[config.mk]
export PLATFORM = sky130hd
export DESIGN_NAME = image_mem_reader
export DESIGN_NICKNAME = d
export VERILOG_FILES = /design/src/rtl/image_mem_reader.sv
export SDC_FILE = /design/constraint.sdc
export NUM_CORES = 1
export LEC_CHECK = 0
export CAP_MARGIN = 20
export CORE_ASPECT_RATIO = 0.8
export CORE_UTILIZATION = 56
export CTS_CLUSTER_DIAMETER = 100
export DETAILED_ROUTE_END_ITERATION = 7
export PLACE_DENSITY = 0.95
export SKIP_CTS_REPAIR_TIMING = 1
export SYNTH_ARGS = -nofsm -noshare
export SYNTH_HDL_FRONTEND = slang
export SYNTH_SLANG_ARGS = --single-unit
[constraint.sdc]
create_clock -name clk -period 4.85 [get_ports clk]
set_clock_uncertainty 0.05 [all_clocks]
set_input_delay 0.485 -clock clk [delete_from_list [all_inputs] [get_ports clk]]
set_output_delay 0.485 -clock clk [all_outputs]
set_load 0.01 [all_outputs]
[src/rtl/image_mem_reader.sv]
// Streaming read initiator: sweeps NUM_PIXELS bytes from BASE_ADDR out of the image memory onto a valid/ready stream.
// Optional running checksum of transferred bytes is built only when IMG_READER_CHECKSUM_EN is defined.
module image_mem_reader #(
  parameter int ADDR_W     = 18,
  parameter int DATA_W     = 8,
  parameter int NUM_PIXELS = 40000,
  parameter int BASE_ADDR  = 0
) (
  input  logic              clk,
  input  logic              reset,
  input  logic              start,
  output logic [ADDR_W-1:0] mem_a,
  output logic              mem_we,
  input  logic [DATA_W-1:0] mem_rd,
  output logic [DATA_W-1:0] out_data,
  output logic              out_valid,
  input  logic              out_ready,
  output logic              out_last,
  output logic              busy,
  output logic              done,
  output logic [15:0]       checksum
);

  typedef enum logic [1:0] {IDLE, PRIME, STREAM, DONE} state_t;

  localparam logic [ADDR_W-1:0] BASE     = ADDR_W'(BASE_ADDR);
  localparam logic [ADDR_W:0]   NPIX     = (ADDR_W+1)'(NUM_PIXELS);
  localparam logic [ADDR_W:0]   LAST_IDX = NPIX - 1'b1;

  state_t          state;
  logic [ADDR_W:0] idx, idx_nx, idx_cl;
  logic            xfer;

  assign mem_we = 1'b0;
  assign xfer   = out_valid && out_ready;
  assign idx_nx = idx + 1'b1;
  // Address tracks idx but parks on the final pixel once everything has been captured.
  assign idx_cl = (idx_nx > LAST_IDX) ? LAST_IDX : idx_nx;

  always_ff @(posedge clk or posedge reset) begin
    if (reset) begin
      state     <= IDLE;
      mem_a     <= BASE;
      idx       <= '0;
      out_data  <= '0;
      out_valid <= 1'b0;
      out_last  <= 1'b0;
      busy      <= 1'b0;
      done      <= 1'b0;
    end else begin
      case (state)
        IDLE: begin
          mem_a <= BASE;
          if (start) begin
            state <= PRIME;
            idx   <= '0;
            busy  <= 1'b1;
          end
        end
        PRIME: begin
          out_data  <= mem_rd;
          out_valid <= 1'b1;
          out_last  <= (NPIX == 1);
          idx       <= idx_nx;
          mem_a     <= BASE + idx_cl[ADDR_W-1:0];
          state     <= STREAM;
        end
        STREAM: begin
          if (xfer) begin
            if (out_last) begin
              out_valid <= 1'b0;
              out_last  <= 1'b0;
              busy      <= 1'b0;
              done      <= 1'b1;
              state     <= DONE;
            end else begin
              // mem_rd already reflects the address presented this cycle.
              out_data <= mem_rd;
              idx      <= idx_nx;
              out_last <= (idx_nx == NPIX);
              mem_a    <= BASE + idx_cl[ADDR_W-1:0];
            end
          end
        end
        default: begin
          done  <= 1'b0;
          mem_a <= BASE;
          state <= IDLE;
        end
      endcase
    end
  end

`ifdef IMG_READER_CHECKSUM_EN
  always_ff @(posedge clk or posedge reset) begin
    if (reset)
      checksum <= '0;
    else if (state == IDLE && start)
      checksum <= '0;
    else if (state == STREAM && xfer)
      checksum <= checksum + 16'(out_data);
  end
`else
  assign checksum = '0;
`endif

endmodule

==> results.md, run 1 <==
Run status:
- The run finished with clean final reports.

Placement:
- The global placement routability congestion is 0.9296.
- The number of input and output port buffers inserted is 41.
- Detailed placement ended at an HPWL of 5195 µm.
- Once placement finished, the instance area stood at 0.003297 mm².
- At the placement stage, the worst setup path has a slack of 1.770 ns.

Die:
- The die is 83.41 µm wide.
- The floorplan step defined a die boundary enclosing 0.005599 mm².
- The core region is 0.005065 mm².
- The height of the die is 67.13 µm.
- The initial utilization of the core area, before any placement, comes to 58.62%.
- Row generation in the floorplan step produced 23 rows.
- During I/O placement, the number of pins put on the boundary was 59.

Critical path:
- On the worst path, the slowest cell contributes a delay of 0.63 ns.
- The worst setup path is launched from a flop.
- Traced cell by cell, the critical path runs through inv_1 -> ha_1 -> o21a_1 -> nor2_1 -> buf_4 -> nand2_1 -> nor2_1 -> o21ai_0 -> o41ai_1.
- Along the worst path, the maximum fanout reaches 24.
- Data on the critical path is required at its endpoint by 4.98 ns.
- STA classifies the critical path endpoint as a flop.
- Grouping stages by cell kind, the critical path spends the most delay in compound AO/OA/AOI/OAI gates.
- The worst register-to-register path begins at state[0].
- Counting cells, the worst reg-to-reg path comes to 9.
- The internal reg-to-reg setup slack is 1.80 ns.
- Counting both buffers and inverters, the worst setup path holds a total of 2.
- The type of the setup path with the least slack is reg -> reg.
- The endpoint identified for the worst register-to-register timing path is idx[16].
- The master of the slowest instance on the critical path is o21a_1.
- The cell repeated most along the worst path is nor2_1.
- The arrival time at the worst endpoint is 3.17 ns.

Detailed routing:
- The number of nets with antenna violations after routing is 0.
- The detail-routed via count per cell is 6.254.
- In this run, the number of DRC markers left after iteration 0 of detailed routing was 370.
- The via count of the routed design is 2,633.
- The per-cell routed wire length is 17.97 µm.
- The DRC violation count after routing is 0.
- The iteration count of the initial detailed-routing pass is 5.
- The total detailed-routing wirelength is 7567 µm.

Min path:
- The tightest min-delay check is of the in -> async type.

Clock network:
- In this run the clock root is driven by a clkbuf_8.
- In this run the deepest clock path goes through 2 buffers.
- The H-tree level count is 2.
- Clock latency on the worst-skew pair, taken at its later pin, is 0.32 ns.
- The total number of clock tree sinks is 51.
- The clock-pin slew reported for the worst setup and hold paths after clock tree synthesis is 0.10 ns.
- The CTS buffer count is 5.
- The clock tree from TritonCTS is built.

Synth:
- Among all flip-flop cells after synthesis, the most frequent one is dfrtp_1.
- The mean area per synthesized cell is 9.025 µm².
- Yosys mapped a number of flops with a built-in enable equal to 0.
- After synthesis, the share of flip-flops with an asynchronous set or reset is 100.0%.
- The cell taking the most area after synthesis is dfrtp_1.
- After synthesis, flip-flops and latches occupy 42.98% of the total area.
- The count of distinct cell types in the synthesized netlist is 55.
- The netlist area before placement is 0.002969 mm².
- The share of Yosys cell area claimed by the top area cell type is 42.98%.
- The instance count of the mapped netlist is 329.
- In the post-synthesis netlist, the biggest area contributors are dfrtp_1, nand2_1, buf_4.
- Counting flops and latches in the post-synthesis netlist gives 51.
- For this run, the number of Yosys warnings is 0.

Finish:
- The most common cell after layout, fill and taps aside is nand2_1.
- The area growth from synthesis to layout is 15.51%.
- Cells with a size suffix above 1 make up 5.014% of the layout.
- Once layout is complete, the utilization of the core stands at 67.71%.
- The net count of the finished layout is 378.
- In the layout the commonest cells are nand2_1, dfrtp_1, clkdlybuf4s50_1.
- The final non-filler cell area is 0.003430 mm².
- The repair_antennas step left the layout with diodes totalling 0.

Global route:
- The first global-routing pass estimated 11,810 µm of wire.
- The via count of the first global-routing pass is 2,434.
- The largest net degree at the start of global routing is 52.
- The total global routing track utilization is 27.48%.
- After global routing the overflow that remains totals 0.
- The initial antenna violation count was 0.

Timing:
- For this run, the top clock speed supported by timing is 328.0 MHz.
- The headroom to the max-slew limit is 45.41%.
- The number of slew-limit violations in the final report is 0.
- The worst path needs 3.049 ns of the cycle, external delays included.
- The actual transition at the worst max-transition pin is 0.8169 ns.
- The number of failing hold endpoints at the final stage is 0.
- The setup TNS is 0 ns.
- Setup violations remaining at the end of the flow were counted as 0.
- After layout, the worst setup slack is 1.801 ns.
- Setup repair after global routing left no endpoint under its margin.
- The share of the cycle needed by the critical path after routing is 62.86%.

Job:
- The tool flagged a number of max-cap violations equal to 0.

Pwr:
- In this run the static leakage power is 1.503 nW.
- IR analysis of the VDD net gives a maximum drop of 266.5 µV.
- In this run the power density over the cells is 418.9 mW/mm².
==> cells in the mapped netlist, types with 8 or more instances <==
cell,instances
and3_1,8
o31ai_1,8
clkbuf_1,11
nor2_1,20
xor2_1,8
o21ai_0,25
ha_1,8
dfrtp_1,51
inv_1,8
nor3_1,10
nand2_1,62
xnor2_1,10
buf_4,20
==> how the worst max path moves through the flow <==
stage / start / end / slack (ns) / cells past startpoint
2_1_floorplan: idx[1] / mem_a[0] / 2.40 / 9
3_3_place_gp: out_ready / idx[8] / 1.86 / 7
3_5_place_dp: out_ready / idx[16] / 1.77 / 7
4_1_cts: state[0] / idx[16] / 1.90 / 9
5_1_grt: state[0] / idx[8] / 1.63 / 9
6_report: state[0] / idx[16] / 1.80 / 9
==> layer usage <==
| metal | up-vias | part of all wire, % | track usage, % | wire (µm) |
|---|---|---|---|---|
| li1 | 1182 | - | - | - |
| met1 | 1247 | 40 | 34.78 | 3060 |
| met2 | 179 | 49 | 48.26 | 3689 |
| met3 | 25 | 8.8 | 4.709 | 667 |
| met4 | 0 | 2.0 | 10.17 | 150 |
| met5 | - | 0 | 0 | 0 |
==> worst reg2reg max path, stage by stage, from the launching register on <==
cell and delay (ns):
dfrtp_1 0.43, inv_1 0.12, ha_1 0.32, o21a_1 0.63, nor2_1 0.08, buf_4 0.24, nand2_1 0.64, nor2_1 0.07
o21ai_0 0.21, o41ai_1 0.13
==> cells by family after synthesis <==
logic type / share of synthesized area [%]
AOI/OAI and AO/OA: 18.84
other: 0.1263
adders and majority gates: 3.371
xor gates and xnor gates: 5.310
buffers and inverters: 8.681
DFF: 42.98
muxes: 0.3371
and+or+nand+nor: 20.35
==> power breakdown <==
part	internal, mW	total (mW)	switching (mW)
registers	0.486	0.541	0.0548
clock network	0.154	0.306	0.152
logic	0.196	0.590	0.393
total	0.836	1.44	0.600
==> metrics by stage <==
step	cells	total power [mW]	hold slack [ns]
after floorplan	345	0.9188	0.4369
after global placement	412	1.079	0.4078
after detailed placement	412	1.117	0.4128
after CTS	420	1.424	0.4355
after global routing	421	1.516	0.3268
final	421	1.437	0.3000
==> state kept, by name, indices dropped and copies added (netlist names) <==
register	cells
mem_a	18
out_valid	1
idx	19
out_data	8
out_last	1
done	1
state	2
busy	1
==> final cells by class <==
cell class	count	area, µm²
clock buffers	5	68.82
clock inverters	3	43.79
fillers	376	1635
inverters	8	30.03
multi-input cells	249	1495
flip-flops and latches	51	1276
well taps	62	77.57
repair buffers	43	437.9
No activity file was read; power rests on OpenSTA's default activity.
==> run 2: changes to the inputs <==
- CORE_UTILIZATION: 56 -> 52
- PLACE_DENSITY: 0.95 -> 0.9
- clock period: 4.85 -> 3.2 ns (I/O delays scaled with it)
==> run 2 against run 1 <==
Against the previous run:
- non-clock buffer count grew 5
- largest power group unchanged
- critical path depth shrank 1
- flip-flop and latch count is the same
- core utilization shrank 4.2 points
- sequential share of layout area shrank 0.46 points
- register-to-register slack lost 1.4 ns
- first-iteration DRC count shrank 53%
- final cell count grew 5.0%
==> results.md, run 2 (synthesized netlist as in run 1, its figures left out) <==
Clock network:
- The total number of clock tree sinks is 51 (unchanged).
- The buffer levels on the longest clock path is 2 (unchanged).
- The clock tree from TritonCTS was built (unchanged).
- The clock-pin slew reported for the worst setup and hold paths after clock tree synthesis is 0.09 ns (was 0.10 ns).
- The master cell of the clock root buffer is clkbuf_8 (unchanged).
- The worst-skew pair later-pin latency is 0.31 ns (was 0.32 ns).
- The H-tree level count is 2 (unchanged).
- The CTS buffer count came to 5 (unchanged).

Placement:
- The detailed placer's ending HPWL came to 4939 µm (was 5195 µm).
- The instance area after placement is 0.003367 mm² (was 0.003297 mm²).
- The global placement routability congestion was 0.9359 (was 0.9296).
- The number of input and output port buffers inserted came to 41 (unchanged).
- The instance count after placement with tap cells included is 433 (was 412).
- The post-placement worst setup slack came to 0.4479 ns (was 1.770 ns).

Timing:
- The minimum period implied by the final worst setup slack was 2.826 ns (was 3.049 ns).
- The headroom to the max-slew limit is 61.36% (was 45.41%).
- The number of slew-limit violations in the final report is 0 (unchanged).
- The share of the cycle needed by the critical path after routing is 88.31% (was 62.86%).
- RSZ-0062 raised after global routing: false (unchanged).
- The number of failing hold endpoints at the final stage came to 0 (unchanged).
- The peak clock frequency supported by timing was 353.9 MHz (was 328.0 MHz).
- The worst setup margin is 0.3742 ns (was 1.801 ns).
- The actual transition at the worst max-transition pin is 0.5735 ns (was 0.8169 ns).
- The worst hold slack after final layout came to 0.3037 ns (was 0.3000 ns).
- The number of setup violations in the final report came to 0 (unchanged).
- The setup TNS is 0 ns (unchanged).

Critical path:
- The required time of the critical path is 3.35 ns (was 4.98 ns).
- The maximum fanout along the worst path is 12 (was 24).
- The element type at the critical path end is a flop (unchanged).
- The startpoint class of the critical path is a flop (unchanged).
- The type of the setup path with the least slack is reg -> reg (unchanged).
- The arrival time at the worst endpoint is 2.97 ns (was 3.17 ns).

Pwr:
- The power density of the placed cells came to 613.3 mW/mm² (was 418.9 mW/mm²).
- The maximum VDD drop is 311.8 µV (was 266.5 µV).
- The sum of internal, switching and leakage power is 2.129 mW (was 1.437 mW).
- The leakage power of the design is 1.515 nW (was 1.503 nW).

Finish:
- Top library cells by usage in the layout, fill and taps aside: nand2_1, dfrtp_1, clkdlybuf4s50_1 (unchanged).
- The signed area change from the synthesized netlist to the final layout is 16.94% (was 15.51%).
- The largest register by flop count is idx (unchanged).
- The most common cell after layout, fill and taps aside is nand2_1 (unchanged).
- The share of the core filled with cells is 63.53% (was 67.71%).
- The number of standard cells in the final layout excluding fillers came to 442 (was 421).
- The final net count is 383 (was 378).
- The fraction of layout instances using a drive strength above 1 is 6.044% (was 5.014%).
- Largest registers: idx x19, mem_a x18, out_data x8 (unchanged).
- The final non-filler cell area is 0.003472 mm² (was 0.003430 mm²).
- The number of antenna cells inserted is 0 (unchanged).
- The count of fill cells added during filler insertion was 449 (was 376).
- The flip-flop count of the largest register after layout is 19 (unchanged).

Die:
- The core box area is 0.005465 mm² (was 0.005065 mm²).
- The height of the die came to 69.59 µm (was 67.13 µm).
- The overall die area is 0.006018 mm² (was 0.005599 mm²).
- The number of core rows is 24 (was 23).
- The starting density of the core came to 54.33% (was 58.62%).
- The x dimension of the die is 86.48 µm (was 83.41 µm).
- The total I/O pin count was 59 (unchanged).

Detailed routing:
- The per-cell routed wire length was 15.53 µm (was 17.97 µm).
- The number of nets with antenna violations after routing is 0 (unchanged).
- The iteration count of the initial detailed-routing pass came to 5 (unchanged).
- The total detailed-routing wirelength is 6863 µm (was 7567 µm).
- The detail-routed via count per cell is 5.760 (was 6.254).
- The via count of the routed design came to 2,546 (was 2,633).
- The starting DRC count in detailed routing was 175 (was 370).
- The DRC violation count after routing is 0 (unchanged).

Global route:
- The largest net degree at the start of global routing is 52 (unchanged).
- The initial antenna violation count is 0 (unchanged).
- The via count of the first global-routing pass is 2,325 (was 2,434).
- The first-pass GRT wire length is 11,450 µm (was 11,810 µm).
- The total global routing track utilization is 24.69% (was 27.48%).
- The total global routing overflow is 0 (unchanged).

Job:
- The max-cap violation count is 0 (unchanged).

Min path:
- The worst min-delay path class is in -> async (unchanged).

Run status:
- Status: complete, no violations (unchanged).
==> run 2: final cells by class <==
cell class	count	area, µm²	share of cell area (%)
well taps	78	97.59	2.811
inverters	8	30.03	0.8649
multi-input cells	249	1495	43.06
clock inverters	2	12.51	0.3604
clock buffers	6	72.57	2.090
flip-flops and latches	51	1276	36.76
repair buffers	48	488.0	14.05
==> run 2: report_power, final <==
| part | switching, mW | leakage, nW | internal [mW] |
|---|---|---|---|
| clock network | 0.215 | 0.0412 | 0.153 |
| logic | 0.590 | 0.792 | 0.358 |
| registers | 0.0767 | 0.682 | 0.737 |
| total | 0.882 | 1.51 | 1.25 |
==> run 2: metal layers <==
layer,up-vias,routed length (µm),GRT usage (%)
met5,-,0,0
met4,0,68,7.778
met3,11,527,6.429
met2,114,3208,37.30
met1,1234,3058,34.74
li1,1187,-,-
==> run 2: path summary, 6_finish.rpt <==
path                              from          end  slack, ns  depth (start not counted)
setup / recovery                idx[0]     mem_a[6]       0.37                          8
hold / removal                   reset  out_data[1]       0.30                          2
max in group asynchronous        reset      idx[13]       2.27                          3
min in group clk           out_data[3]  out_data[3]       0.43                          2
setup reg to reg                idx[0]     mem_a[6]       0.37                          8
hold reg to reg            out_data[3]  out_data[3]       0.43                          2
==> run 2: worst max-delay path, cell delays in order (launching register included) <==
cell and delay (ns):
dfrtp_1 0.57, ha_1 0.41, and3_1 0.33, a32oi_1 0.13
nor4_1 0.36, o32ai_2 0.18, a31oi_4 0.29, nor2_4 0.11
a32o_1 0.27
==> run 3: changes to the inputs <==
==> constraint.sdc (replaced) <==
create_clock -name clk -period 3.2 [get_ports clk]
set_clock_uncertainty 0.05 [all_clocks]
set_input_delay 0.96 -clock clk [delete_from_list [all_inputs] [get_ports clk]]
set_output_delay 0.96 -clock clk [all_outputs]
set_load 0.01 [all_outputs]
==> run 3 against run 2 <==
Against the previous run:
- die area unchanged
- clock-buffer cell count stayed put
- fmax decreased by 2.0%
- clock power shrank 2%
- combinational power is 0.8% lower
- largest cell class unchanged
==> results.md, run 3 (synthesized netlist as in run 1, its figures left out) <==
Run status:
- Status: complete, no violations (unchanged).

Die:
- The core box area is 0.005465 mm² (unchanged).
- The number of core rows is 24 (unchanged).
- The height of the die is 69.59 µm (unchanged).
- The x dimension of the die came to 86.48 µm (unchanged).
- The total I/O pin count is 59 (unchanged).
- The overall die area is 0.006018 mm² (unchanged).
- The starting density of the core is 54.33% (unchanged).

Clock network:
- The CTS buffer count is 5 (unchanged).
- The H-tree level count is 2 (unchanged).
- The master cell of the clock root buffer is clkbuf_8 (unchanged).
- The total number of clock tree sinks came to 51 (unchanged).
- The clock-pin slew reported for the worst setup and hold paths after clock tree synthesis is 0.09 ns (about the same).
- The clock tree from TritonCTS was built (unchanged).
- The worst-skew pair later-pin latency is 0.30 ns (was 0.31 ns).
- The buffer levels on the longest clock path is 2 (unchanged).

Job:
- The max-cap violation count was 0 (unchanged).

Pwr:
- The portion of total power attributed to combinational logic was 44.7% (was 44.5%).
- The leakage power of the design came to 1.516 nW (was 1.515 nW).
- The power density of the placed cells is 607.2 mW/mm² (was 613.3 mW/mm²).
- The portion of total power attributed to sequential cells is 38.1% (was 38.2%).
- The power dissipated by switching net loads is 0.8676 mW (was 0.8817 mW).
- The switching share of power is 41.28% (was 41.40%).
- The internal power was 1.234 mW (was 1.248 mW).
- The fraction of power consumed by the clock network is 17.2% (was 17.3%).
- The maximum VDD drop is 321.1 µV (was 311.8 µV).
- The sum of internal, switching and leakage power came to 2.102 mW (was 2.129 mW).

Timing:
- RSZ-0062 raised after global routing: false (unchanged).
- The peak clock frequency supported by timing came to 346.9 MHz (was 353.9 MHz).
- The share of the cycle needed by the critical path after routing is 90.09% (was 88.31%).
- The minimum period implied by the final worst setup slack is 2.883 ns (was 2.826 ns).
- The number of setup violations in the final report is 0 (unchanged).
- The headroom to the max-slew limit came to 62.44% (was 61.36%).
- The number of slew-limit violations in the final report is 0 (unchanged).
- The actual transition at the worst max-transition pin is 0.5575 ns (was 0.5735 ns).
- The number of failing hold endpoints at the final stage is 0 (unchanged).
- The worst hold slack after final layout is 0.4377 ns (was 0.3037 ns).
- The setup TNS is 0 ns (unchanged).

Critical path:
- The arrival time at the worst endpoint is 3.00 ns (was 2.97 ns).
- The highest cell delay on the worst timing path is 0.51 ns (was 0.57 ns).
- The element type at the critical path end was a flop (unchanged).
- Cell-by-cell trace of the critical path: ha_1 -> nand3_1 -> or3_1 -> nor2_1 -> xnor2_1 -> nand2_1 -> o211ai_4 -> o211ai_1 (was ha_1 -> and3_1 -> a32oi_1 -> nor4_1 -> o32ai_2 -> a31oi_4 -> nor2_4 -> a32o_1).
- The type of the setup path with the least slack is reg -> reg (unchanged).
- The startpoint class of the critical path is a flop (unchanged).
- The required time of the critical path was 3.32 ns (was 3.35 ns).
- The number of buffers and inverters on the critical path came to 0 (unchanged).
- The family of cells with the greatest summed delay on the critical path is simple AND/OR/NAND/NOR gates (was compound AO/OA/AOI/OAI gates).
- The master of the slowest instance on the critical path is dfrtp_1 (unchanged).
- The maximum fanout along the worst path is 9 (was 12).

Placement:
- The detailed placer's ending HPWL is 4921 µm (was 4939 µm).
- The number of input and output port buffers inserted is 41 (unchanged).
- The instance area after placement is 0.003377 mm² (was 0.003367 mm²).
- The global placement routability congestion is 0.9227 (was 0.9359).

Global route:
- The first-pass GRT wire length was 11,310 µm (was 11,450 µm).
- The largest net degree at the start of global routing came to 25 (was 52).
- The via count of the first global-routing pass is 2,321 (was 2,325).
- The total global routing overflow was 0 (unchanged).
- The initial antenna violation count is 0 (unchanged).
- The total global routing track utilization is 24.01% (was 24.69%).

Detailed routing:
- The detail-routed via count per cell is 5.592 (was 5.760).
- The DRC violation count after routing is 0 (unchanged).
- The per-cell routed wire length is 14.94 µm (was 15.53 µm).
- The number of nets with antenna violations after routing came to 0 (unchanged).
- The starting DRC count in detailed routing came to 182 (was 175).
- The via count of the routed design is 2,483 (was 2,546).
- The total detailed-routing wirelength is 6634 µm (was 6863 µm).
- The iteration count of the initial detailed-routing pass was 4 (was 5).

Min path:
- The worst min-delay path class is reg -> reg (was in -> async).

Finish:
- The flip-flop count of the largest register after layout was 19 (unchanged).
- The final net count is 385 (was 383).
- The signed area change from the synthesized netlist to the final layout is 16.60% (was 16.94%).
- Top library cells by usage in the layout, fill and taps aside: nand2_1, dfrtp_1, clkdlybuf4s50_1 (unchanged).
- The number of antenna cells inserted is 0 (unchanged).
- The share of the core filled with cells is 63.35% (was 63.53%).
- The most common cell after layout, fill and taps aside is nand2_1 (unchanged).
- The fraction of layout instances using a drive strength above 1 was 6.557% (was 6.044%).
- The final non-filler cell area is 0.003462 mm² (was 0.003472 mm²).
- The largest register by flop count is idx (unchanged).
- Largest registers: idx x19, mem_a x18, out_data x8 (unchanged).
[run 3: cell types whose count changed in the layout (fill, tap and decap cells not counted)]
cell,delta
buf_4,+4
buf_12,-2
[run 3: stage by stage]
step,std cells,setup WS (ns)
CTS,444,0.3423
floorplan,345,0.7540
finish,444,0.3173
global placement,436,0.4419
detailed placement,436,0.3450
global route,444,0.04354
[run 3: final cells by class]
type,instances,area [µm²]
multi-input combinational,249,1495
timing repair buffer,50,478.0
clock inverter,2,12.51
tap,78,97.59
sequential,51,1276
clock buffer,6,72.57
fill,460,2003
inverter,8,30.03
[run 3: final timing paths]
kind | depth (start not counted) | from | endpoint | slack (ns)
max | 8 | idx[1] | mem_a[3] | 0.32
min reg2reg | 1 | mem_a[16] | mem_a[16] | 0.44
max in group asynchronous | 3 | reset | mem_a[9] | 1.61
min in group asynchronous | 2 | reset | idx[3] | 0.89
min | 1 | mem_a[16] | mem_a[16] | 0.44
max reg2reg | 8 | idx[1] | mem_a[3] | 0.32
[run 3: power by group through the flow]
stage	Combinational, mW	Sequential, mW	Clock [mW]
2_1_floorplan	0.561	0.832	0
3_3_place_gp	0.902	0.808	0
3_5_place_dp	0.935	0.814	0
4_1_cts	0.939	0.801	0.369
5_1_grt	1.04	0.813	0.393
6_report	0.939	0.802	0.362
[run 3: per-layer routing]
metal	vias to the layer above	track usage [%]	share of wire (%)
met3	8	4.524	6.3
li1	1189	-	-
met1	1209	34.37	46
met5	-	0	0
met2	77	37.83	47
met4	0	5.556	0.99
